$ cat config.mk
export PLATFORM = sky130hd
export DESIGN_NAME = sram_1w2r_fwd
export DESIGN_NICKNAME = d
export VERILOG_FILES = /design/src/rtl/sram_pkg.sv /design/src/rtl/sram_1w2r.sv /design/src/rtl/sram_1w2r_fwd.sv
export SDC_FILE = /design/constraint.sdc
export NUM_CORES = 1
export LEC_CHECK = 0
export CAP_MARGIN = 20
export CORE_MARGIN = 8
export CORE_UTILIZATION = 54
export CTS_CLUSTER_SIZE = 24
export DETAILED_ROUTE_END_ITERATION = 8
export GPL_TIMING_DRIVEN = 0
export PLACE_DENSITY_LB_ADDON = 0.1
export SLEW_MARGIN = 20
export SYNTH_ARGS = -nofsm -noshare
export SYNTH_HDL_FRONTEND = slang
export SYNTH_SLANG_ARGS = --single-unit
$ cat constraint.sdc
create_clock -name i_clk -period 2.2 [get_ports i_clk]
set_clock_uncertainty 0.1 [all_clocks]
set_input_delay 0.33 -clock i_clk [delete_from_list [all_inputs] [get_ports i_clk]]
set_output_delay 0.33 -clock i_clk [all_outputs]
set_load 0.01 [all_outputs]
$ cat src/rtl/sram_pkg.sv
// ---------------------------------------------------------------------------
// sram_pkg
// Shared definitions for the sram_1w2r RAM and its write-first front-end.
//   sram_clr_e   : state of the post-reset clear sweep
//   sram_addr_w  : address width for a given entry count (at least 1 bit)
// ---------------------------------------------------------------------------
package sram_pkg;

  typedef enum logic {
    SRAM_CLR_CLEAR = 1'b0,
    SRAM_CLR_READY = 1'b1
  } sram_clr_e;

  // Usable in localparams and port widths; DEPTH need not be a power of two.
  function automatic int sram_addr_w(input int depth);
    return (depth < 2) ? 1 : $clog2(depth);
  endfunction

endpackage

$ cat src/rtl/sram_1w2r.sv
// ---------------------------------------------------------------------------
// sram_1w2r
// Behavioural 1-write / 2-read block RAM with registered read ports.
// A read of the address being written in the same cycle returns the OLD
// contents, matching typical block-RAM primitives in read-first mode.
// INIT names a hex preload image consumed by the FPGA implementation flow;
// this model leaves contents undefined until written.
// Ports:
//   i_clk                      clock, rising edge
//   i_w_e / i_w_addr / i_w_data write port
//   i_r0_e / i_r0_addr          read port 0 request
//   i_r1_e / i_r1_addr          read port 1 request
//   o_r0_data / o_r1_data       registered read data, held while enable low
// ---------------------------------------------------------------------------
module sram_1w2r
  import sram_pkg::*;
#(
  parameter int WIDTH = 32,
  parameter int DEPTH = 8,
  parameter     INIT  = "",
  localparam int AW   = sram_addr_w(DEPTH)
) (
  input  logic             i_clk,
  input  logic             i_w_e,
  input  logic [AW-1:0]    i_w_addr,
  input  logic [WIDTH-1:0] i_w_data,
  input  logic             i_r0_e,
  input  logic [AW-1:0]    i_r0_addr,
  input  logic             i_r1_e,
  input  logic [AW-1:0]    i_r1_addr,
  output logic [WIDTH-1:0] o_r0_data,
  output logic [WIDTH-1:0] o_r1_data
);

  logic [WIDTH-1:0] r_mem [DEPTH];
  logic [WIDTH-1:0] r_r0_q;
  logic [WIDTH-1:0] r_r1_q;

  // Non-blocking update gives read-first behaviour on an address collision.
  always_ff @(posedge i_clk) begin
    if (i_w_e) r_mem[i_w_addr] <= i_w_data;
    if (i_r0_e) r_r0_q <= r_mem[i_r0_addr];
    if (i_r1_e) r_r1_q <= r_mem[i_r1_addr];
  end

  assign o_r0_data = r_r0_q;
  assign o_r1_data = r_r1_q;

endmodule

$ cat src/rtl/sram_1w2r_fwd.sv
// ---------------------------------------------------------------------------
// sram_1w2r_fwd
// Read-side front-end for sram_1w2r giving write-first semantics: a read of
// the address written in the same cycle returns the new data on either port.
// Read outputs are zero until each port's first enabled read after reset.
// Optional macro SRAM_1W2R_FWD_CLEAR_EN compiles in a sweep that zeroes the
// whole array after reset; o_ready stays low (and all external requests are
// ignored) until the sweep is done. Without it o_ready is tied high.
// Ports:
//   i_clk, i_rst                clock, async active-high reset
//   i_w_e / i_w_addr / i_w_data write port
//   i_r0_e / i_r0_addr          read port 0 request
//   i_r1_e / i_r1_addr          read port 1 request
//   o_r0_data / o_r1_data       read data, 1-cycle latency, held when idle
//   o_ready                     block accepts reads and writes
// ---------------------------------------------------------------------------
module sram_1w2r_fwd
  import sram_pkg::*;
#(
  parameter int WIDTH = 32,
  parameter int DEPTH = 8,
  parameter     INIT  = "",
  localparam int AW   = sram_addr_w(DEPTH)
) (
  input  logic             i_clk,
  input  logic             i_rst,
  input  logic             i_w_e,
  input  logic [AW-1:0]    i_w_addr,
  input  logic [WIDTH-1:0] i_w_data,
  input  logic             i_r0_e,
  input  logic [AW-1:0]    i_r0_addr,
  input  logic             i_r1_e,
  input  logic [AW-1:0]    i_r1_addr,
  output logic [WIDTH-1:0] o_r0_data,
  output logic [WIDTH-1:0] o_r1_data,
  output logic             o_ready
);

  logic             w_ready;
  logic             w_ram_we;
  logic [AW-1:0]    w_ram_waddr;
  logic [WIDTH-1:0] w_ram_wdata;
  logic [WIDTH-1:0] w_ram_r0;
  logic [WIDTH-1:0] w_ram_r1;

`ifdef SRAM_1W2R_FWD_CLEAR_EN
  localparam logic [AW-1:0] LAST_ADDR = AW'(DEPTH - 1);
  localparam                RAM_INIT  = "";

  sram_clr_e     r_state;
  sram_clr_e     w_state_next;
  logic [AW-1:0] r_clr_cnt;
  logic [AW-1:0] w_clr_cnt_next;

  always_ff @(posedge i_clk or posedge i_rst) begin
    if (i_rst) begin
      r_state   <= SRAM_CLR_CLEAR;
      r_clr_cnt <= '0;
    end else begin
      r_state   <= w_state_next;
      r_clr_cnt <= w_clr_cnt_next;
    end
  end

  // While clearing, the sweep owns the RAM write port outright.
  always_comb begin
    w_state_next   = r_state;
    w_clr_cnt_next = r_clr_cnt;
    w_ram_we       = i_w_e;
    w_ram_waddr    = i_w_addr;
    w_ram_wdata    = i_w_data;
    case (r_state)
      SRAM_CLR_CLEAR: begin
        w_ram_we    = 1'b1;
        w_ram_waddr = r_clr_cnt;
        w_ram_wdata = '0;
        if (r_clr_cnt == LAST_ADDR) begin
          w_state_next = SRAM_CLR_READY;
        end else begin
          w_clr_cnt_next = r_clr_cnt + 1'b1;
        end
      end
      default: ;
    endcase
  end

  // Pure decode of the state register, so no input reaches o_ready.
  assign w_ready = (r_state == SRAM_CLR_READY);
`else
  localparam RAM_INIT = INIT;

  assign w_ready     = 1'b1;
  assign w_ram_we    = i_w_e;
  assign w_ram_waddr = i_w_addr;
  assign w_ram_wdata = i_w_data;
`endif

  logic w_ext_we;
  logic w_r0_e;
  logic w_r1_e;

  assign w_ext_we = w_ready & i_w_e;
  assign w_r0_e   = w_ready & i_r0_e;
  assign w_r1_e   = w_ready & i_r1_e;

  sram_1w2r #(
    .WIDTH (WIDTH),
    .DEPTH (DEPTH),
    .INIT  (RAM_INIT)
  ) u_ram (
    .i_clk     (i_clk),
    .i_w_e     (w_ram_we),
    .i_w_addr  (w_ram_waddr),
    .i_w_data  (w_ram_wdata),
    .i_r0_e    (w_r0_e),
    .i_r0_addr (i_r0_addr),
    .i_r1_e    (w_r1_e),
    .i_r1_addr (i_r1_addr),
    .o_r0_data (w_ram_r0),
    .o_r1_data (w_ram_r1)
  );

  logic             r_v0, r_v1;
  logic             r_f0, r_f1;
  logic [WIDTH-1:0] r_d0, r_d1;
  logic             w_hit0, w_hit1;

  assign w_hit0 = w_ext_we & (i_w_addr == i_r0_addr);
  assign w_hit1 = w_ext_we & (i_w_addr == i_r1_addr);

  // Capture a same-cycle write so it can override the RAM's stale read data.
  always_ff @(posedge i_clk or posedge i_rst) begin
    if (i_rst) begin
      r_v0 <= 1'b0;
      r_f0 <= 1'b0;
      r_d0 <= '0;
      r_v1 <= 1'b0;
      r_f1 <= 1'b0;
      r_d1 <= '0;
    end else begin
      if (w_r0_e) begin
        r_v0 <= 1'b1;
        r_f0 <= w_hit0;
        if (w_hit0) r_d0 <= i_w_data;
      end
      if (w_r1_e) begin
        r_v1 <= 1'b1;
        r_f1 <= w_hit1;
        if (w_hit1) r_d1 <= i_w_data;
      end
    end
  end

  assign o_r0_data = !r_v0 ? '0 : (r_f0 ? r_d0 : w_ram_r0);
  assign o_r1_data = !r_v1 ? '0 : (r_f1 ? r_d1 : w_ram_r1);
  assign o_ready   = w_ready;

endmodule

---- Yosys cells after proc, flatten, opt, wreduce, memory -nomap -nowiden ----
Memory sizes are Yosys's and may differ from the RTL's. A register that Yosys moved wholly into a read port is not among the register bits.
Index checks and enable logic that the tools add are counted.
Widths: inputs -> output; s select.
storage, ports and cells
  bits in registers ....................... 68
  bits in latches ......................... 0
  RAM bits ................................ 256
  ROM bits ................................ 0
  input bits .............................. 46
  word-level logic and storage cells ...... 19
  memories kept ........................... 1
memory list
  memory       depth  bits a word  rd ports  clocked after memory_dff  write ports  line             source
  u_ram.r_mem  8      32           2         2                         1            sram_1w2r.sv:35  logic [WIDTH-1:0] r_mem [DEPTH];
operators by class
  add/subtract/negate cells ............... 0
  multipliers ............................. 0
  divide/modulo/power cells ............... 0
  magnitude comparators ................... 0
  equality and inequality tests ........... 2
  shift operators ......................... 0
  mux-type cells .......................... 6
  bitwise operators ....................... 2
  reduce and logical (&&, ||, !) cells .... 2
operator list
  operator          count
  $mux 32           4
  $eq 3x3->1        2
  $reduce_and 2->1  2
  $and 1x1->1       2
  $mux 1            2

---- Depth between registers and ports, before layout ----
Gate-level depths: netlist (run 1).
  depth in word-level cells ............... 3
  depth in mapped cells ................... 5

---- Modules after synthesis ----
A second synthesis (run 1) with hierarchy kept.
unflattened totals
  cell total of the unflattened synthesis .. 860
  area total of the unflattened synthesis .. 17559.3 um^2
by module, submodules not included
  module         times used  cells an instance  area an instance (um^2)  seq. area each (um^2)
  sram_1w2r      1           561                13815.8                  9609.2
  sram_1w2r_fwd  1           299                3743.6                   1701.6

---- Least setup slack after synthesis (run 1) ----
OpenSTA, ideal clock, no wires.
  path type ............................... input to register
  start point ............................. input i_w_addr[0]
  end point ............................... memory u_ram.r_mem[0][0] (enable)
  library setup time ...................... 0.461 ns
  arrival time ............................ 2.731 ns
  required time ........................... 1.639 ns
  slack ................................... -1.092 ns
  stages .................................. 2
  buffers on the path ..................... 1
  cell sequence ........................... buf_2 > nor3_1
RTL lines
  item                line                 source
  start: declaration  sram_1w2r_fwd.sv:28  input logic [AW-1:0] i_w_addr,
  end: declaration    sram_1w2r.sv:35
Straight into the memory's write port.

---- Final worst setup path (run 1) ----
  start point ............................. register r_f1
  end point ............................... output o_r1_data[22]
on the way
  word-level cells in the longest chain between the ends .. 2
RTL lines
  item                      line                  source
  start: declaration        sram_1w2r_fwd.sv:124  logic r_f0, r_f1;
  start signal: assignment  sram_1w2r_fwd.sv:148  r_f1 <= w_hit1;
  $mux 32 (2 in a row)      sram_1w2r_fwd.sv:155  assign o_r1_data = !r_v1 ? '0 : (r_f1 ? r_d1 : w_ram_r1);
  end: declaration          sram_1w2r_fwd.sv:35   output logic [WIDTH-1:0] o_r1_data,
No other way between the ends.

==> flow_summary.json, run 1 <==
{
  "outcome": "finished, violations left",
  "failing_checks": "setup timing",
  "ys_top_cells_by_count": "320 x sky130_fd_sc_hd__edfxtp_1, 128 x sky130_fd_sc_hd__mux4_2, 123 x sky130_fd_sc_hd__mux2_2, 68 x sky130_fd_sc_hd__dfrtp_1",
  "clock_sink_count": 388,
  "synthMostInstantiatedCell": "sky130_fd_sc_hd__edfxtp_1",
  "syn-mean-instance-area_um2": 19.93,
  "report.final.setup_viol": 18,
  "power.share.clock": 0.388,
  "clock_h_tree_levels": 2,
  "timing_worst_slew_pin_value_ps": 920.4,
  "detail-route-antenna-nets": 0,
  "route.vias.total": 9133,
  "synthDominantAreaCellType": "sky130_fd_sc_hd__edfxtp_1",
  "clkLatencyLatePin_ps": 530,
  "worst_ir_drop_vdd_mv": 0.5939,
  "tritoncts": "built",
  "critical_path_arrival_ps": 1830,
  "synth_top_flop_cell": "sky130_fd_sc_hd__edfxtp_1",
  "gr_met2_demand_resource": 0.4100,
  "finalMaxSlewViolations": 0,
  "cap_violations": 0,
  "grt-busiest-layer": "met2",
  "grt_pass1_vias": 9903,
  "maximum_fanout_count_along_the_critical_path": 6,
  "wl_per_cell_um": 29.73,
  "hold_slack_ps": 35.34,
  "ioPinCount": 111,
  "numCtsBuffers": 41,
  "synth-async-reset-ratio": 0.1753,
  "dr.pass1.iters": 5,
  "drt_drc_violations_left": 0,
  "hp-class": "input port to async pin",
  "die_h_um": 194.4,
  "wirelength_um": 43990,
  "multi_input_area_mm2": 0.005680,
  "final_hold_viol_count": 0,
  "criticalPathCategory": "flip-flop to output port",
  "min_period_ps": 2255,
  "chipWidth_um": 194.4,
  "layout-drive-gt1-share": 0.4564,
  "p_leak_nw": 7.213,
  "synthCells": 862,
  "max-clock-path-buffers": 3,
  "global_route.usage.met1": 0.2909,
  "port_buffers": 105,
  "power_report.internal_total_mw": 14.06,
  "yosys_warnings": 0,
  "design.core.area_mm2": 0.03147,
  "grt_max_degree": 45,
  "fillers": 2082,
  "synthesis.area_mm2": 0.01718,
  "relSlewSlack": 0.3864,
  "floorplan.initialDensity": 0.5457,
  "synth-seq-area-share": 0.6585,
  "drt_first_iter_violations": 748,
  "dieArea_mm2": 0.03777,
  "power_density_mw_per_mm2": 869.5,
  "groute.layer.met3.usage": 0.04180,
  "cts_root_buffer": "sky130_fd_sc_hd__clkbuf_16",
  "diodes": 0,
  "yosys.cell_types.count": 22,
  "sequentialPowerShare": 0.497,
  "gp_routability_congestion": 0.8049,
  "layout_setup_ws_ps": -55.22,
  "period_utilization": 1.025,
  "yosys.area.top_type_share": 0.5594,
  "synth-seq-cells": 388,
  "setup.worst_path.end_class": "output port",
  "max_freq_mhz": 443.4,
  "startpoint_type": "flip-flop",
  "core.rowCount": 65,
  "avgViaCountPerCell": 6.171,
  "regArea_mm2": 0.01131,
  "layout-area-overhead-vs-synth_pct": 21.26,
  "detailed_place_hpwl_um": 26870,
  "critical_path_data_required_time_ps": 1770,
  "ys_top_cells_by_area": "sky130_fd_sc_hd__edfxtp_1 56%, sky130_fd_sc_hd__mux4_2 17%, sky130_fd_sc_hd__dfrtp_1 9.9%",
  "cts.clk_slew.worst_paths_ps": 70,
  "area_after_detailed_placement_mm2": 0.01918,
  "rsz0062_at_grt": "yes",
  "power.switching_mw": 4.052,
  "comb_power_share": 0.115,
  "finalNetCount": 1095,
  "synth_enable_flop_cells": 320,
  "synth_nets": 908,
  "postLayoutCellArea_mm2": 0.02083,
  "grt_remaining_overflow": 0,
  "netSwitchingFraction": 0.2238,
  "antenna_violations_before_repair": 0,
  "track_usage": 0.2335,
  "first_pass_grt_wire_length_um": 64650
}
==> what timing repair did <==
item | 4_1_cts | 5_1_grt
gates resized for setup | 316 | 30
endpoints found under the setup margin | 128 | 69
cloned | 5 | 0
hold buffers | 0 | 0
pin swaps | 0 | 2
buffers inserted | 13 | 10
==> cell families (layout without fill, tap and decap cells) <==
group / after synthesis / in the layout / synth area share
xor gates and xnor gates: 6 / 6 / 0.003059
AOI/OAI and AO/OA: 2 / 2 / 0.0008739
other: 1 / 1 / 0.0002183
buffers and inverters: 62 / 278 / 0.01792
and+or+nand+nor: 83 / 83 / 0.03038
muxes: 320 / 320 / 0.2890
DFF: 388 / 388 / 0.6585
==> area by class of cell <==
type	instances	area share
Tap cell	402	0.02415
Timing Repair Buffer	147	0.07113
Sequential cell	388	0.5432
Buffer	56	0.02253
Inverter	3	0.0006608
Multi-Input combinational cell	412	0.2727
Clock buffer	51	0.05251
Clock inverter	21	0.01310
==> metal layers <==
| metal | wire [um] | vias up |
|---|---|---|
| met2 | 22530 | 376 |
| met4 | 1395 | 0 |
| met1 | 17180 | 4790 |
| li1 | - | 3872 |
| met3 | 2882 | 95 |
| met5 | 0 | - |
==> layout by cell type (no fill, tap or decap), types with 2 or more instances in the layout <==
| cell type | count |
|---|---|
| sky130_fd_sc_hd__buf_16 | 13 |
| sky130_fd_sc_hd__nor4_4 | 2 |
| sky130_fd_sc_hd__buf_12 | 14 |
| sky130_fd_sc_hd__nor2_4 | 6 |
| sky130_fd_sc_hd__nand2_1 | 4 |
| sky130_fd_sc_hd__dfrtp_1 | 66 |
| sky130_fd_sc_hd__clkbuf_2 | 15 |
| sky130_fd_sc_hd__mux2_2 | 123 |
| sky130_fd_sc_hd__clkbuf_1 | 14 |
| sky130_fd_sc_hd__inv_6 | 3 |
| sky130_fd_sc_hd__mux2i_1 | 59 |
| sky130_fd_sc_hd__nand2b_1 | 3 |
| sky130_fd_sc_hd__nor2b_2 | 4 |
| sky130_fd_sc_hd__nor2b_1 | 60 |
| sky130_fd_sc_hd__xor2_1 | 6 |
| sky130_fd_sc_hd__nor3_4 | 2 |
| sky130_fd_sc_hd__or2_2 | 2 |
| sky130_fd_sc_hd__buf_6 | 14 |
| sky130_fd_sc_hd__mux4_2 | 128 |
| sky130_fd_sc_hd__clkinv_2 | 5 |
| sky130_fd_sc_hd__mux2i_2 | 2 |
| sky130_fd_sc_hd__clkinv_1 | 4 |
| sky130_fd_sc_hd__mux2i_4 | 3 |
| sky130_fd_sc_hd__clkdlybuf4s50_1 | 39 |
| sky130_fd_sc_hd__clkbuf_8 | 6 |
| sky130_fd_sc_hd__mux2_1 | 5 |
| sky130_fd_sc_hd__buf_4 | 24 |
| sky130_fd_sc_hd__a21o_1 | 2 |
| sky130_fd_sc_hd__inv_1 | 2 |
| sky130_fd_sc_hd__clkbuf_16 | 41 |
| sky130_fd_sc_hd__clkbuf_4 | 3 |
| sky130_fd_sc_hd__bufinv_16 | 6 |
| sky130_fd_sc_hd__edfxtp_1 | 320 |
| sky130_fd_sc_hd__dfrtp_2 | 2 |
| sky130_fd_sc_hd__buf_8 | 6 |
| sky130_fd_sc_hd__buf_2 | 64 |
| sky130_fd_sc_hd__clkinv_4 | 3 |
==> flip-flops by register name, summed over array words and instances (netlist names) <==
signal and cells:
u_ram.o_r0_data 32, r_d1 32, r_v0 1, r_d0 32, r_f1 1, u_ram.r_mem 256
u_ram.o_r1_data 32, r_v1 1, r_f0 1
==> power groups by stage <==
stage | Sequential [mW] | Combinational (mW) | Clock [mW]
3_3_place_gp | 9.11 | 2.01 | 0
3_5_place_dp | 9.13 | 2.09 | 0
2_1_floorplan | 9.02 | 1.28 | 0
4_1_cts | 9.00 | 2.11 | 7.11
6_report | 9.01 | 2.08 | 7.02
5_1_grt | 9.08 | 2.23 | 7.37
==> critical path, stage by stage, from the launching register on <==
cell and delay [ps]:
sky130_fd_sc_hd__dfrtp_2 470, sky130_fd_sc_hd__buf_12 160, sky130_fd_sc_hd__buf_12 120, sky130_fd_sc_hd__buf_12 130
sky130_fd_sc_hd__mux2i_2 200, sky130_fd_sc_hd__nor2b_1 70, sky130_fd_sc_hd__buf_2 140
==> through the flow <==
stage | TNS, ps | total power [mW] | setup WS, ps | std cells | utilization
CTS | -1479 | 18.21 | -146.7 | 1474 | 0.6615
global placement | -953070 | 11.12 | -2640 | 1369 | 0.5955
detailed placement | -141650 | 11.22 | -811.7 | 1386 | 0.6095
floorplan | -58750 | 10.31 | -335.9 | 862 | -
finish | -331.3 | 18.11 | -55.22 | 1480 | 0.6617
global route | -1790 | 18.68 | -115.8 | 1480 | 0.6617
==> final timing paths <==
kind	from	end	slack (ps)	cells after the start
min in group i_clk	i_r0_addr[1]	u_ram.o_r0_data[0]$_DFFE_PP_	80	2
max in group asynchronous	i_rst	r_d0[18]$_DFFE_PP0P_	1360	3
max	r_f1$_DFFE_PP0P_	o_r1_data[22]	-60	6
min reg2reg	r_d1[30]$_DFFE_PP0P_	r_d1[30]$_DFFE_PP0P_	390	1
max reg2reg	u_ram.r_mem[7][14]$_DFFE_PP_	u_ram.o_r0_data[14]$_DFFE_PP_	640	2
min	i_rst	r_d0[3]$_DFFE_PP0P_	40	2
(Power assumes the default switching activity.)
==> inputs of run 2 (changes only) <==
--- a/config.mk
+++ b/config.mk
@@ -11,6 +11,7 @@
 export CTS_CLUSTER_SIZE = 24
 export DETAILED_ROUTE_END_ITERATION = 8
 export GPL_TIMING_DRIVEN = 0
+export HOLD_SLACK_MARGIN = 0.1
 export PLACE_DENSITY_LB_ADDON = 0.1
 export SLEW_MARGIN = 20
 export SYNTH_ARGS = -nofsm -noshare
==> flow_summary.json, run 2 (synthesized netlist as in run 1, its figures left out) <==
{
  "relSlewSlack": 0.4023,
  "startpoint_type": "flip-flop",
  "floorplan.initialDensity": 0.5457,
  "crit_slowest_cell": "sky130_fd_sc_hd__dfrtp_2",
  "timing_worst_slew_pin_value_ps": 896.6,
  "clock_h_tree_levels": 2,
  "sequentialPowerShare": 0.497,
  "chipWidth_um": 194.4,
  "timing.hold.worst_path_depth": 1,
  "layout-drive-gt1-share": 0.4556,
  "avgViaCountPerCell": 6.192,
  "dr.pass1.iters": 5,
  "most_frequent_cells_in_the_layout": "320 x sky130_fd_sc_hd__edfxtp_1, 128 x sky130_fd_sc_hd__mux4_2, 123 x sky130_fd_sc_hd__mux2_2",
  "number_of_flip_flops_under_the_largest_register_name": 256,
  "cap_violations": 0,
  "numCtsBuffers": 41,
  "rsz0062_at_grt": "yes",
  "power.share.clock": 0.388,
  "drt_drc_violations_left": 0,
  "antenna_violations_before_repair": 0,
  "dpl_worst_slack_ps": -811.7,
  "worst_ir_drop_vdd_mv": 0.5920,
  "finalNetCount": 1097,
  "r2r_setup_slack_ps": 640,
  "first_pass_grt_wire_length_um": 64740,
  "period_utilization": 1.024,
  "max_stage_delay_ps": 470,
  "grt_max_degree": 45,
  "critical_path_arrival_ps": 1820,
  "layout_setup_ws_ps": -52.17,
  "power_report.internal_total_mw": 14.06,
  "route.vias.total": 9177,
  "grt_remaining_overflow": 0,
  "clkLatencyLatePin_ps": 530,
  "layout_commonest_cell": "sky130_fd_sc_hd__edfxtp_1",
  "power_density_mw_per_mm2": 868.9,
  "criticalPathCategory": "flip-flop to output port",
  "crit_path_cell_trace": "buf_12 -> buf_12 -> buf_12 -> mux2i_2 -> nor2b_1 -> buf_2",
  "min_period_ps": 2252,
  "max_freq_mhz": 444.0,
  "worstHoldEndpoint": "u_ram.o_r1_data[8]$_DFFE_PP_",
  "drt_first_iter_violations": 739,
  "place_inst": 1386,
  "final_hold_viol_count": 0,
  "power.switching_mw": 4.055,
  "dieArea_mm2": 0.03777,
  "cts_root_buffer": "sky130_fd_sc_hd__clkbuf_16",
  "wirelength_um": 44180,
  "grt_pass1_vias": 9930,
  "p_leak_nw": 7.222,
  "worstReg2RegStart": "u_ram.r_mem[7][14]$_DFFE_PP_",
  "critPathMostFrequentCell": "sky130_fd_sc_hd__buf_12",
  "gr_met2_demand_resource": 0.4117,
  "wl_per_cell_um": 29.81,
  "crit-reg2reg-capture": "u_ram.o_r0_data[14]$_DFFE_PP_",
  "track_usage": 0.2338,
  "clock_sink_count": 388,
  "finalMaxSlewViolations": 0,
  "core.rowCount": 65,
  "tritoncts": "built",
  "grt-busiest-layer": "met2",
  "layout-area-overhead-vs-synth_pct": 21.37,
  "detail-route-antenna-nets": 0,
  "outcome": "finished, violations left",
  "design.core.area_mm2": 0.03147,
  "die_h_um": 194.4,
  "hp-class": "input port to flip-flop",
  "max-clock-path-buffers": 3,
  "top_register_by_number_of_flip_flops": "u_ram.r_mem",
  "failing_checks": "setup timing",
  "maximum_fanout_count_along_the_critical_path": 6,
  "comb_power_share": 0.115,
  "r2r_cells": 2,
  "port_buffers": 105,
  "cts.clk_slew.worst_paths_ps": 70,
  "detailed_place_hpwl_um": 26870,
  "gp_routability_congestion": 0.8049,
  "report.final.setup_viol": 17,
  "setup.worst_path.end_class": "output port",
  "critical_path_data_required_time_ps": 1770,
  "diodes": 0,
  "ioPinCount": 111,
  "final_cells": 1482,
  "worstHoldStart": "i_r1_e",
  "global_route.usage.met1": 0.2904,
  "groute.layer.met3.usage": 0.04180,
  "netSwitchingFraction": 0.2238
}
-- run 2: changes by cell type in the layout (fill, tap and decap cells not counted) --
cell                            previous run  this run
sky130_fd_sc_hd__dlygate4sd3_1             0         2
-- run 2: metal layers --
metal	vias up	wire length (um)
met5	-	0
met4	0	1389
met3	97	2836
met2	373	22660
met1	4830	17290
li1	3877	-
-- run 2: power by group through the flow --
stage / logic (mW) / clock network [mW] / registers (mW)
3_5_place_dp: 2.09 / 0 / 9.13
5_1_grt: 2.23 / 7.37 / 9.08
6_report: 2.09 / 7.02 / 9.01
3_3_place_gp: 2.01 / 0 / 9.11
2_1_floorplan: 1.28 / 0 / 9.02
4_1_cts: 2.11 / 7.11 / 9.00
-- run 2: worst max-delay path, delay by kind of cell, from the launching register on --
kind	cells	cell delay (ps)
flip-flops	1	470
AND/OR/NAND/NOR	1	70
multiplexers	1	200
buffers and inverters	4	550
-- run 2: stage by stage --
step,util,TNS [ps],hold WS [ps],total power [mW],area [um2]
finish,0.6624,-289.8,175.1,18.11,20850
CTS,0.6621,-1479,236.7,18.21,20840
global placement,0.5955,-953070,367.6,11.12,18740
floorplan,-,-58750,328.9,10.31,17190
global route,0.6624,-1790,170.6,18.68,20850
detailed placement,0.6095,-141650,377.0,11.22,19180
-- run 2: layout make-up --
| cell class | count | area, um2 |
|---|---|---|
| fillers | 2080 | 10630 |
| inverters | 3 | 13.76 |
| well taps | 402 | 503.0 |
| flip-flops and latches | 388 | 11310 |
| repair buffers | 149 | 1501 |
| clock inverters | 21 | 272.8 |
| multi-input cells | 412 | 5680 |
| plain buffers | 56 | 469.2 |
| clock buffers | 51 | 1094 |
-- run 2: worst max-delay path by stage --
stage                                start                             to  slack, ps  depth (start not counted)
after detailed placement      i_r1_addr[2]  u_ram.o_r1_data[21]$_DFFE_PP_       -810                          5
after global routing      r_f1$_DFFE_PP0P_                  o_r1_data[22]       -120                          6
after CTS                 r_f0$_DFFE_PP0P_                   o_r0_data[5]       -150                          4
after floorplan                i_w_addr[2]    u_ram.r_mem[1][0]$_DFFE_PP_       -340                          3
after global placement         i_w_addr[1]    u_ram.r_mem[4][8]$_DFFE_PP_      -2640                          3
final                     r_f1$_DFFE_PP0P_                  o_r1_data[22]        -50                          6
-- run 2: repair_timing --
action / in CTS / in global routing
gates cloned: 5 / 0
setup endpoints to repair: 128 / 69
buffers inserted: 13 / 10
hold endpoints to repair: 26 / 0
resized for setup: 316 / 30
pin swaps: 0 / 2
hold buffers: 2 / 0
==> inputs of run 3 (changes only) <==
--- a/config.mk
+++ b/config.mk
@@ -5,7 +5,7 @@
 export SDC_FILE = /design/constraint.sdc
 export NUM_CORES = 1
 export LEC_CHECK = 0
-export CAP_MARGIN = 20
+export CAP_MARGIN = 25
 export CORE_MARGIN = 8
 export CORE_UTILIZATION = 54
 export CTS_CLUSTER_SIZE = 24
==> flow_summary.json, run 3 (synthesized netlist as in run 1, its figures left out) <==
{
  "outcome": "finished, violations left",
  "failing_checks": "setup timing",
  "clock_h_tree_levels": 2,
  "tritoncts": "built",
  "final_hold_viol_count": 0,
  "crit_slowest_cell": "sky130_fd_sc_hd__dfrtp_4",
  "avgViaCountPerCell": 6.252,
  "detailed_place_hpwl_um": 26880,
  "layout_setup_ws_ps": -27.24,
  "max_stage_delay_ps": 540,
  "drt_drc_violations_left": 0,
  "met2_wirelength_um": 22130,
  "clock_sink_count": 388,
  "track_usage": 0.2321,
  "area_after_detailed_placement_mm2": 0.01918,
  "number_of_flip_flops_under_the_largest_register_name": 256,
  "layout_commonest_cell": "sky130_fd_sc_hd__edfxtp_1",
  "dieArea_mm2": 0.03777,
  "grt_pass1_vias": 9911,
  "hold_slack_ps": 258.7,
  "chipWidth_um": 194.4,
  "maximum_fanout_count_along_the_critical_path": 5,
  "core.rowCount": 65,
  "grt_max_degree": 45,
  "first_pass_grt_wire_length_um": 64220,
  "clkLatencyLatePin_ps": 530,
  "report.final.setup_viol": 7,
  "critical_path_data_required_time_ps": 1770,
  "r2r_setup_slack_ps": 630,
  "criticalPathCategory": "flip-flop to output port",
  "startpoint_type": "flip-flop",
  "floorplan.initialDensity": 0.5457,
  "wl_per_cell_um": 29.50,
  "p_leak_nw": 7.153,
  "min_period_ps": 2227,
  "cap_violations": 0,
  "grt_remaining_overflow": 0,
  "port_buffers": 105,
  "drt_first_iter_violations": 744,
  "power_density_mw_per_mm2": 869.8,
  "detail-route-antenna-nets": 0,
  "top_register_by_number_of_flip_flops": "u_ram.r_mem",
  "rsz0062_at_grt": "yes",
  "design.core.area_mm2": 0.03147,
  "dr.pass1.iters": 4,
  "diodes": 0,
  "period_utilization": 1.012,
  "max-clock-path-buffers": 3,
  "gp_routability_congestion": 0.8049,
  "top_signal_layer_used": "met4",
  "wirelength_um": 43520,
  "worst_ir_drop_vdd_mv": 0.5238,
  "antenna_violations_before_repair": 0,
  "route.vias.total": 9222,
  "cts.clk_slew.worst_paths_ps": 60,
  "finalNetCount": 1087,
  "cts_root_buffer": "sky130_fd_sc_hd__clkbuf_16",
  "met3RoutedLength_um": 3036,
  "hp-class": "input port to flip-flop",
  "timing_worst_slew_pin_value_ps": 934.9,
  "critical_path_arrival_ps": 1800,
  "finalMaxSlewViolations": 0,
  "numCtsBuffers": 41,
  "post-layout-total-power_mw": 18.05,
  "setup.worst_path.end_class": "output port",
  "crit_path_cell_trace": "buf_6 -> buf_16 -> mux2i_1 -> nor2b_1 -> buf_2",
  "die_h_um": 194.4,
  "max_freq_mhz": 449.0,
  "relSlewSlack": 0.3767,
  "layout-drive-gt1-share": 0.4427,
  "most_frequent_cells_in_the_layout": "320 x sky130_fd_sc_hd__edfxtp_1, 128 x sky130_fd_sc_hd__mux4_2, 123 x sky130_fd_sc_hd__mux2_2",
  "layout-area-overhead-vs-synth_pct": 20.84,
  "ioPinCount": 111,
  "fillers": 2123,
  "drt-met1-wl_um": 16920,
  "postLayoutCellArea_mm2": 0.02076
}
-- run 3: cell types whose count changed in the layout (fill, tap and decap cells not counted), sizes merged --
cell / delta
clkbuf: +1
dlygate4sd2: +5
inv: -1
bufinv: -2
clkdlybuf4s15: +8
clkinv: -1
buf: -20
clkinvlp: +3
-- run 3: through the flow --
step	util	setup slack [ps]	cells	setup TNS, ps
floorplan	-	-335.9	862	-58750
detailed placement	0.6095	-810.9	1386	-141340
CTS	0.6597	-175.4	1476	-1913
global route	0.6595	-97.12	1475	-1196
finish	0.6595	-27.24	1475	-115.0
global placement	0.5955	-2640	1369	-953070
-- run 3: final cells by class --
type	count	area (um2)	area share
buffer	55	449.2	0.02164
timing repair buffer	140	1406	0.06776
tap	402	503.0	0.02423
multi-input combinational	412	5688	0.2740
clock inverter	20	227.7	0.01097
sequential	388	11320	0.5452
inverter	3	13.76	0.0006631
clock buffer	55	1151	0.05546
-- run 3: final timing paths --
kind | startpoint | endpoint | cells past startpoint
worst min-delay path | i_w_addr[2] | u_ram.r_mem[2][18]$_DFFE_PP_ | 2
max in group asynchronous | i_rst | r_d0[19]$_DFFE_PP0P_ | 4
worst max register to register | u_ram.r_mem[5][19]$_DFFE_PP_ | u_ram.o_r1_data[19]$_DFFE_PP_ | 2
min in group asynchronous | i_rst | r_d0[3]$_DFFE_PP0P_ | 3
worst max-delay path | r_f0$_DFFE_PP0P_ | o_r0_data[29] | 5
worst min register to register | r_d1[29]$_DFFE_PP0P_ | r_d1[29]$_DFFE_PP0P_ | 1
-- run 3: per-layer routing --
metal / track usage / vias up
li1: - / 3859
met1: 0.2861 / 4881
met2: 0.4060 / 383
met3: 0.04664 / 99
met4: 0.07893 / 0
met5: 0 / -
-- run 3: power by group --
group          leakage, nW  total (mW)  switching, mW  internal, mW
Combinational         2.71        2.05          0.932          1.12
Clock                0.667        7.00           2.83          4.18
Sequential            3.78        9.00          0.326          8.68
-- run 3: worst max-delay path, delay by kind of cell (launching register included) --
family	cells	cell delay, ps
mux	1	110
simple gates	1	150
flops	1	540
buf+inv	3	460
-- run 3: timing repair --
action / in CTS / in global routing
cloned: 3 / 0
pin swaps: 1 / 0
hold buffers: 2 / 0
gates resized for setup: 294 / 27
setup buffers: 12 / 2
setup endpoints to repair: 133 / 52
endpoints found under the hold margin: 26 / 0
